File: src/rtl/adsr_sequencer.sv
// rtl/adsr_sequencer.sv - ADSR amplitude envelope sequencer stepped by sample strobes
module adsr_sequencer #(
    parameter int DIV_W = 6
) (
    input  logic       clk,
    input  logic       reset_n,
    input  logic       sample_en,
    input  logic       gate,
    input  logic [7:0] amp_envelope,
    output logic [7:0] env_level,
    output logic [2:0] env_state,
    output logic       env_active,
    output logic       note_done
);

    typedef enum logic [2:0] {
        S_IDLE    = 3'd0,
        S_ATTACK  = 3'd1,
        S_DECAY   = 3'd2,
        S_SUSTAIN = 3'd3,
        S_RELEASE = 3'd4
    } state_t;

    state_t           state_q, state_d;
    logic [7:0]       level_q, level_d;
    logic [DIV_W-1:0] div_q, div_d;
    logic [7:0]       params_q, params_d;
    logic             gate_q;
    logic             active_q;
    logic             note_done_q, note_done_d;

    logic             rise, fall, step;
    logic [1:0]       rate_code;
    logic [7:0]       sus_level;

    // Terminal count of the divider: D-1 for D = 1, 4, 16, 64.
    function automatic logic [DIV_W-1:0] div_last(input logic [1:0] code);
        case (code)
            2'd0:    div_last = DIV_W'(0);
            2'd1:    div_last = DIV_W'(3);
            2'd2:    div_last = DIV_W'(15);
            default: div_last = DIV_W'(63);
        endcase
    endfunction

    function automatic logic [7:0] sustain_of(input logic [1:0] code);
        case (code)
            2'd0:    sustain_of = 8'd64;
            2'd1:    sustain_of = 8'd128;
            2'd2:    sustain_of = 8'd192;
            default: sustain_of = 8'd255;
        endcase
    endfunction

    assign rise      = gate & ~gate_q;
    assign fall      = ~gate & gate_q;
    assign sus_level = sustain_of(params_q[3:2]);

    always_comb begin
        case (state_q)
            S_ATTACK: rate_code = params_q[7:6];
            S_DECAY:  rate_code = params_q[5:4];
            default:  rate_code = params_q[1:0];
        endcase
    end

    assign step = sample_en && (div_q == div_last(rate_code));

    always_comb begin
        state_d     = state_q;
        level_d     = level_q;
        div_d       = div_q;
        params_d    = params_q;
        note_done_d = 1'b0;
        if (rise) begin
            // Retrigger keeps the current level (legato).
            state_d  = S_ATTACK;
            params_d = amp_envelope;
            div_d    = '0;
        end else if (fall && (state_q == S_ATTACK || state_q == S_DECAY ||
                              state_q == S_SUSTAIN)) begin
            state_d = S_RELEASE;
            div_d   = '0;
        end else if (!fall) begin
            case (state_q)
                S_IDLE: level_d = 8'd0;
                S_ATTACK: begin
                    if (step) begin
                        div_d = '0;
                        if (level_q >= 8'd254) begin
                            level_d = 8'd255;
                            state_d = S_DECAY;
                        end else begin
                            level_d = level_q + 8'd1;
                        end
                    end else if (sample_en) begin
                        div_d = div_q + 1'b1;
                    end
                end
                S_DECAY: begin
                    if (level_q <= sus_level) begin
                        state_d = S_SUSTAIN;
                        level_d = sus_level;
                        div_d   = '0;
                    end else if (step) begin
                        div_d   = '0;
                        level_d = level_q - 8'd1;
                    end else if (sample_en) begin
                        div_d = div_q + 1'b1;
                    end
                end
                S_SUSTAIN: level_d = sus_level;
                S_RELEASE: begin
                    if (step) begin
                        div_d = '0;
                        if (level_q <= 8'd1) begin
                            level_d     = 8'd0;
                            state_d     = S_IDLE;
                            note_done_d = 1'b1;
                        end else begin
                            level_d = level_q - 8'd1;
                        end
                    end else if (sample_en) begin
                        div_d = div_q + 1'b1;
                    end
                end
                default: begin
                    state_d = S_IDLE;
                    level_d = 8'd0;
                    div_d   = '0;
                end
            endcase
        end
    end

    always_ff @(posedge clk or negedge reset_n) begin
        if (!reset_n) begin
            state_q     <= S_IDLE;
            level_q     <= 8'd0;
            div_q       <= '0;
            params_q    <= 8'd0;
            gate_q      <= 1'b0;
            active_q    <= 1'b0;
            note_done_q <= 1'b0;
        end else begin
            state_q     <= state_d;
            level_q     <= level_d;
            div_q       <= div_d;
            params_q    <= params_d;
            gate_q      <= gate;
            active_q    <= (state_d != S_IDLE);
            note_done_q <= note_done_d;
        end
    end

    assign env_level  = level_q;
    assign env_state  = state_q;
    assign env_active = active_q;
    assign note_done  = note_done_q;

endmodule

File: config.mk
export PLATFORM = sky130hd
export DESIGN_NAME = adsr_sequencer
export DESIGN_NICKNAME = d
export VERILOG_FILES = /design/src/rtl/adsr_sequencer.sv
export SDC_FILE = /design/constraint.sdc
export NUM_CORES = 1
export LEC_CHECK = 0
export ABC_CLOCK_PERIOD_IN_PS = 2950
export BUFFER_PORTS_ARGS = -buffer_cell sky130_fd_sc_hd__buf_4
export CORE_MARGIN = 8
export CORE_UTILIZATION = 50
export CTS_CLUSTER_SIZE = 14
export DETAILED_ROUTE_END_ITERATION = 8
export PLACE_DENSITY = 0.7
export SYNTH_ARGS = -nofsm -noshare
export SYNTH_HDL_FRONTEND = slang
export SYNTH_SLANG_ARGS = --single-unit
File: constraint.sdc
create_clock -name clk -period 2.95 [get_ports clk]
set_input_delay 0.59 -clock clk [delete_from_list [all_inputs] [get_ports clk]]
set_output_delay 0.59 -clock clk [all_outputs]
set_load 0.01 [all_outputs]
==> flow_summary.yaml, run 1 <==
outcome:
  status: "completed"
yosys:
  synth_async_sr_flop_share_pct: 100.0
  yosys_warnings: 0
  syn_inst: 248
  synth_area_um2: 2130
  syn_area_per_cell_um2: 8.587
  synthesis.nets: 273
  synth_cell_types: 51
  synth-seq-cells: 28
  synth_edf_count: 0
  synth_flop_cell: "dfrtp_1"
  synth_seq_area_share_pct: 32.90
setup_path:
  rrSetupSlack_ps: 180
  r2r_cells: 9
  critPathRequiredTime_ps: 3120
  start_kind: "register"
  r2r_start: "env_state[2]"
  crit_path_max_fanout: 7
  arrival_ps: 2950
  r2r_end: "env_state[0]"
  crit_type: "register to register"
  cp-end-kind: "register"
timing:
  slew_viol_final: 0
  fmax_ghz: 0.3606
  relSlewSlack_pct: 55.17
  worst_pin_slew_ps: 671.1
  finClkSkew_ps: 1.051
  hold_ws_ps: 212.5
  fin_crit_sh_pct: 94.01
  tns_ps: 0
  setup_viol: 0
  grt_setup_unrepaired: "no"
  hold_viol_final: 0
  min_period_ps: 2773
pwr:
  peakVddDrop_uv: 277.9
  power_leakage_nw: 1.169
  power_density_nw_per_um2: 443.8
  p_total_w: 0.001124
route:
  ant_nets: 0
  drt_iter0_drc: 151
  firstDrtPassIters: 4
  vias: 1987
  wl_per_cell_um: 15.66
  route.detailed.drc: 0
  avgViaCountPerCell: 5.985
  routed_wl_mm: 5.200
final_layout:
  antenna_cells: 0
  area_growth_syn_to_layout_pct: 18.98
  drive_gt1_share_pct: 23.40
  nets: 308
  fin_util_pct: 62.44
grt:
  grt_usage_pct: 16.60
  grt_pass1_wl_mm: 8.942
  antenna_found_initial: 0
  grt_start_max_net_pins: 29
  grt_overflow: 0
  first_global_vias: 1847
job:
  maxCapViolations: 0
placement:
  numPortBuffers: 24
  gp_congestion: 0.8361
  hpwl_mm: 3.892
clocking:
  h-tree-depth: 1
  clockBufferDepth: 2
  cts_tree: "done"
  clk_latency_ps: 280
  tritoncts.num_buffers: 3
  cts_sinks: 28
  clk_pin_slew_ps: 100
  root_buffer: "clkbuf_8"
  hold_buffers: 0
die:
  ios: 25
  die_w_um: 81.26
  rows: 23
  die-area_um2: 6603
  die_h_um: 81.26
  fp.coreArea_um2: 4058
  start_util_pct: 52.48
hold_path:
  min_path_type: "primary input to async pin"
-- power by group --
group | internal, W | total, W | switching (W)
combinational | 0.000161 | 0.000365 | 0.000204
sequential | 0.000418 | 0.000451 | 0.0000330
clock | 0.000182 | 0.000309 | 0.000127
-- critical path: stages, from the launching register on --
cell and delay [ps]:
dfrtp_1 470, o21a_1 220, o32ai_1 340, nor2_1 110, a211o_1 340, a2111oi_4 370, buf_4 190, a21oi_2 50
maj3_2 320, a221o_1 260
-- kinds of logic (layout without fill, tap and decap cells) --
| logic type | after synthesis | count (layout) | share of synthesized area [%] |
|---|---|---|---|
| flip-flops | 28 | 28 | 32.90 |
| AO/OA/AOI/OAI | 67 | 67 | 23.39 |
| multiplexers | 11 | 11 | 5.699 |
| XOR/XNOR | 8 | 8 | 3.290 |
| adder cells (fa/ha/maj) | 14 | 14 | 8.167 |
| buffers and inverters | 22 | 56 | 4.289 |
| AND/OR/NAND/NOR | 98 | 98 | 22.27 |
-- final cells by class --
cell class	count	area, um2
Clock inverter	1	30.03
Fill cell	354	1524
Sequential cell	28	700.7
Clock buffer	3	41.29
Inverter	9	33.78
Multi-Input combinational cell	198	1343
Tap cell	50	62.56
Timing Repair Buffer	43	322.8
-- flip-flops by register name, indices dropped and copies added (netlist names) --
name,cells
env_state,3
env_active,1
params_q,8
div_q,6
env_level,8
note_done,1
gate_q,1
-- worst max-delay path by stage --
stage	from	end	slack, ps	cells past startpoint
after global placement	env_state[2]	env_level[6]	200	9
after CTS	env_state[2]	env_level[6]	110	9
after floorplan	env_state[1]	env_state[0]	240	9
after global routing	params_q[3]	env_level[4]	2	11
after detailed placement	env_state[2]	env_level[6]	140	9
final	env_state[2]	env_state[0]	180	9
-- synth_stat cells, types with 4 or more instances --
cell	number	area share (%)
xnor2_1	5	2.1
nor2_1	22	3.9
a221oi_1	4	1.6
mux2_2	9	4.8
or2_2	4	1.2
ha_1	13	7.6
a21o_1	4	1.4
dfrtp_1	28	33
clkbuf_1	9	1.6
nand4_1	4	1.2
nor2b_1	6	1.8
o32ai_1	6	2.5
o31ai_1	4	1.4
a21oi_1	12	2.8
o21ai_0	12	2.8
inv_1	9	1.6
nand3_1	8	1.9
nor3_1	6	1.4
nand2_1	32	5.6
-- routing by layer --
layer	GRT usage, %	up-vias	part of all wire, %
met5	0	-	0
met4	3.929	0	1.1
met3	2.980	7	7.3
met2	24.58	66	45
met1	24.17	935	47
li1	-	979	-
-- per-stage QoR --
step                      worst slack, ps  cell area [um2]  instances
after floorplan                     238.8             2130        248
after global placement              203.6             2450        327
after detailed placement            137.9             2450        327
after CTS                           114.6             2521        331
after global routing                2.077             2534        332
final                               176.6             2534        332
-- layout by cell type, fill, tap and decap left out, types with 2 or more instances in the layout --
cell type  Yosys  routed
mux2i_1        2       2
or2_2          4       4
nand2_1       32      32
buf_4          0      43
inv_1          9       9
a211o_1        3       3
o21a_1         2       2
nor2_1        22      22
mux2_2         9       9
o22a_1         2       2
a31oi_1        2       2
ha_1          13      13
dfrtp_1       28      28
a21oi_1       12      12
o21bai_1       2       2
nor2b_1        6       6
o31ai_1        4       3
nor3_1         6       6
o21ai_0       12      12
nand2b_1       3       3
nor4_1         2       2
a21o_1         4       4
xor2_1         3       3
clkbuf_8       0       3
a221oi_1       4       4
o221ai_1       2       2
and3_1         3       3
o32ai_1        6       6
xnor2_1        5       5
and2_1         2       2
nand3_1        8       8
or4_1          2       2
nand4_1        4       4
o2111ai_1      2       2
-- repair_timing --
action                                  in CTS  in global routing
setup buffers                                0                  1
resized for setup                            0                  1
endpoints found under the setup margin       0                 10
(Power assumes the default switching activity.)
==> run 2, diff against run 1 <==
Settings changed: CORE_UTILIZATION 50 to 58, PLACE_DENSITY 0.7 to 0.79.
==> run 2 against run 1 <==
Register-to-register slack better by 70 ps. Cell area is 1.3% lower. Sequential power about the same. Critical path type unchanged. Highest routed layer unchanged.
==> flow_summary.yaml, run 2 (synthesis results as in run 1) <==
placement:
  numPortBuffers: 24
  gp_congestion: 0.9505
  hpwl_mm: 3.848
die:
  ios: 25
  die-area_um2: 5867
  start_util_pct: 59.06
  die_h_um: 76.60
  fp.coreArea_um2: 3606
  die_w_um: 76.60
  rows: 22
pwr:
  p_total_w: 0.001066
  power_leakage_nw: 1.158
  power_density_nw_per_um2: 426.2
  peakVddDrop_uv: 214.1
clocking:
  root_buffer: "clkbuf_8"
  cts_sinks: 28
  clk_latency_ps: 280
  cts_tree: "done"
  clk_pin_slew_ps: 100
  cts_setup_buffers: 0
  clockBufferDepth: 2
  tritoncts.num_buffers: 3
  h-tree-depth: 1
hold_path:
  min_path_type: "primary input to async pin"
setup_path:
  r2r_start: "env_state[2]"
  crit_type: "register to register"
  start_kind: "register"
  slowest_stage: "dfrtp_1"
  critPathRequiredTime_ps: 3150
  cp_num_buf_inv: 1
  r2r_cells: 9
  arrival_ps: 2910
  cp_slowest_stage_delay_ps: 460
  cp-end-kind: "register"
  crit_family: "compound AO/OA/AOI/OAI gates"
  worstPathCellList: "o21a_1 > o32ai_1 > nor2_1 > a211o_1 > a2111oi_4 > buf_4 > o22a_1 > o221ai_2 > o221ai_1"
  crit_path_max_fanout: 8
  rrSetupSlack_ps: 240
  r2r_end: "env_level[7]"
timing:
  fmax_ghz: 0.3696
  fin_crit_sh_pct: 91.73
  worst_pin_slew_ps: 741.6
  slew_viol_final: 0
  setup_viol: 0
  min_period_ps: 2706
  relSlewSlack_pct: 49.78
  finClkSkew_ps: 2.685
  hold_viol_final: 0
  grt_setup_unrepaired: "no"
  tns_ps: 0
final_layout:
  area_growth_syn_to_layout_pct: 17.45
  antenna_cells: 0
  nets: 305
  final_cell_mix: "buf_4, nand2_1, dfrtp_1, nor2_1, ha_1"
  final_common_cell: "buf_4"
  drive_gt1_share_pct: 22.94
grt:
  grt_overflow: 0
  first_global_vias: 1870
  antenna_found_initial: 0
  grt_usage_pct: 18.17
  grt_start_max_net_pins: 29
  grt_pass1_wl_mm: 8.997
route:
  firstDrtPassIters: 4
  vias: 1980
  wl_per_cell_um: 15.83
  ant_nets: 0
  route.detailed.drc: 0
  routed_wl_mm: 5.177
  drt_iter0_drc: 157
  avgViaCountPerCell: 6.055
job:
  maxCapViolations: 0
outcome:
  status: "completed"
[run 2: cell types whose count changed in the layout (fill, tap and decap cells not counted), sizes merged]
cell    delta
bufinv     -1
buf        -3
clkbuf     +1
[run 2: per-layer routing]
metal	global-route usage (%)	vias up	routed length [um]
met2	28.19	78	2271
met5	0	-	0
li1	-	976	-
met1	24.60	915	2480
met3	2.830	11	332
met4	6.923	0	93
[run 2: where the power goes]
| part | leakage (nW) | total, W | internal, W | switching, W |
|---|---|---|---|---|
| clock | 0.0288 | 0.000247 | 0.000120 | 0.000127 |
| sequential | 0.364 | 0.000451 | 0.000418 | 0.0000338 |
| combinational | 0.765 | 0.000367 | 0.000161 | 0.000207 |
| total | 1.16 | 0.00107 | 0.000698 | 0.000368 |
[run 2: what timing repair did]
action	in CTS	in global routing
setup endpoints to repair	0	9
resized for setup	0	3
hold buffers	0	0
[run 2: cell type report]
type,count,area [um2]
Sequential cell,28,700.7
Tap cell,48,60.06
Fill cell,290,1105
Clock buffer,4,55.05
Timing Repair Buffer,40,300.3
Multi-Input combinational cell,198,1351
Inverter,9,33.78
[run 2: through the flow]
| stage | area (um2) | instances | hold slack, ps | util (%) | setup slack, ps |
|---|---|---|---|---|---|
| 2_1_floorplan | 2130 | 248 | 294.4 | - | 238.8 |
| 6_report | 2501 | 327 | 207.5 | 69.36 | 244.1 |
| 3_5_place_dp | 2432 | 323 | 507.6 | 67.45 | 204.4 |
| 3_3_place_gp | 2432 | 323 | 498.0 | 67.45 | 219.7 |
| 5_1_grt | 2501 | 327 | 240.4 | 69.36 | 2.854 |
| 4_1_cts | 2487 | 327 | 223.5 | 68.98 | 180.4 |
[run 2: worst reg2reg max path: cells and delay by family, from the launching register on]
kind                   cells  cell delay, ps
DFF                        1             460
buffers and inverters      1             220
AOI/OAI and AO/OA          7            1820
and+or+nand+nor            1             120
[run 2: how the worst max path moves through the flow]
stage,startpoint,to,slack [ps],depth (start not counted)
floorplan,env_state[1],env_state[0],240,9
global placement,env_state[2],env_level[7],220,9
detailed placement,env_state[2],env_level[7],200,9
CTS,env_state[2],env_level[7],180,9
global route,env_state[1],env_level[7],3,9
finish,env_state[2],env_level[7],240,9
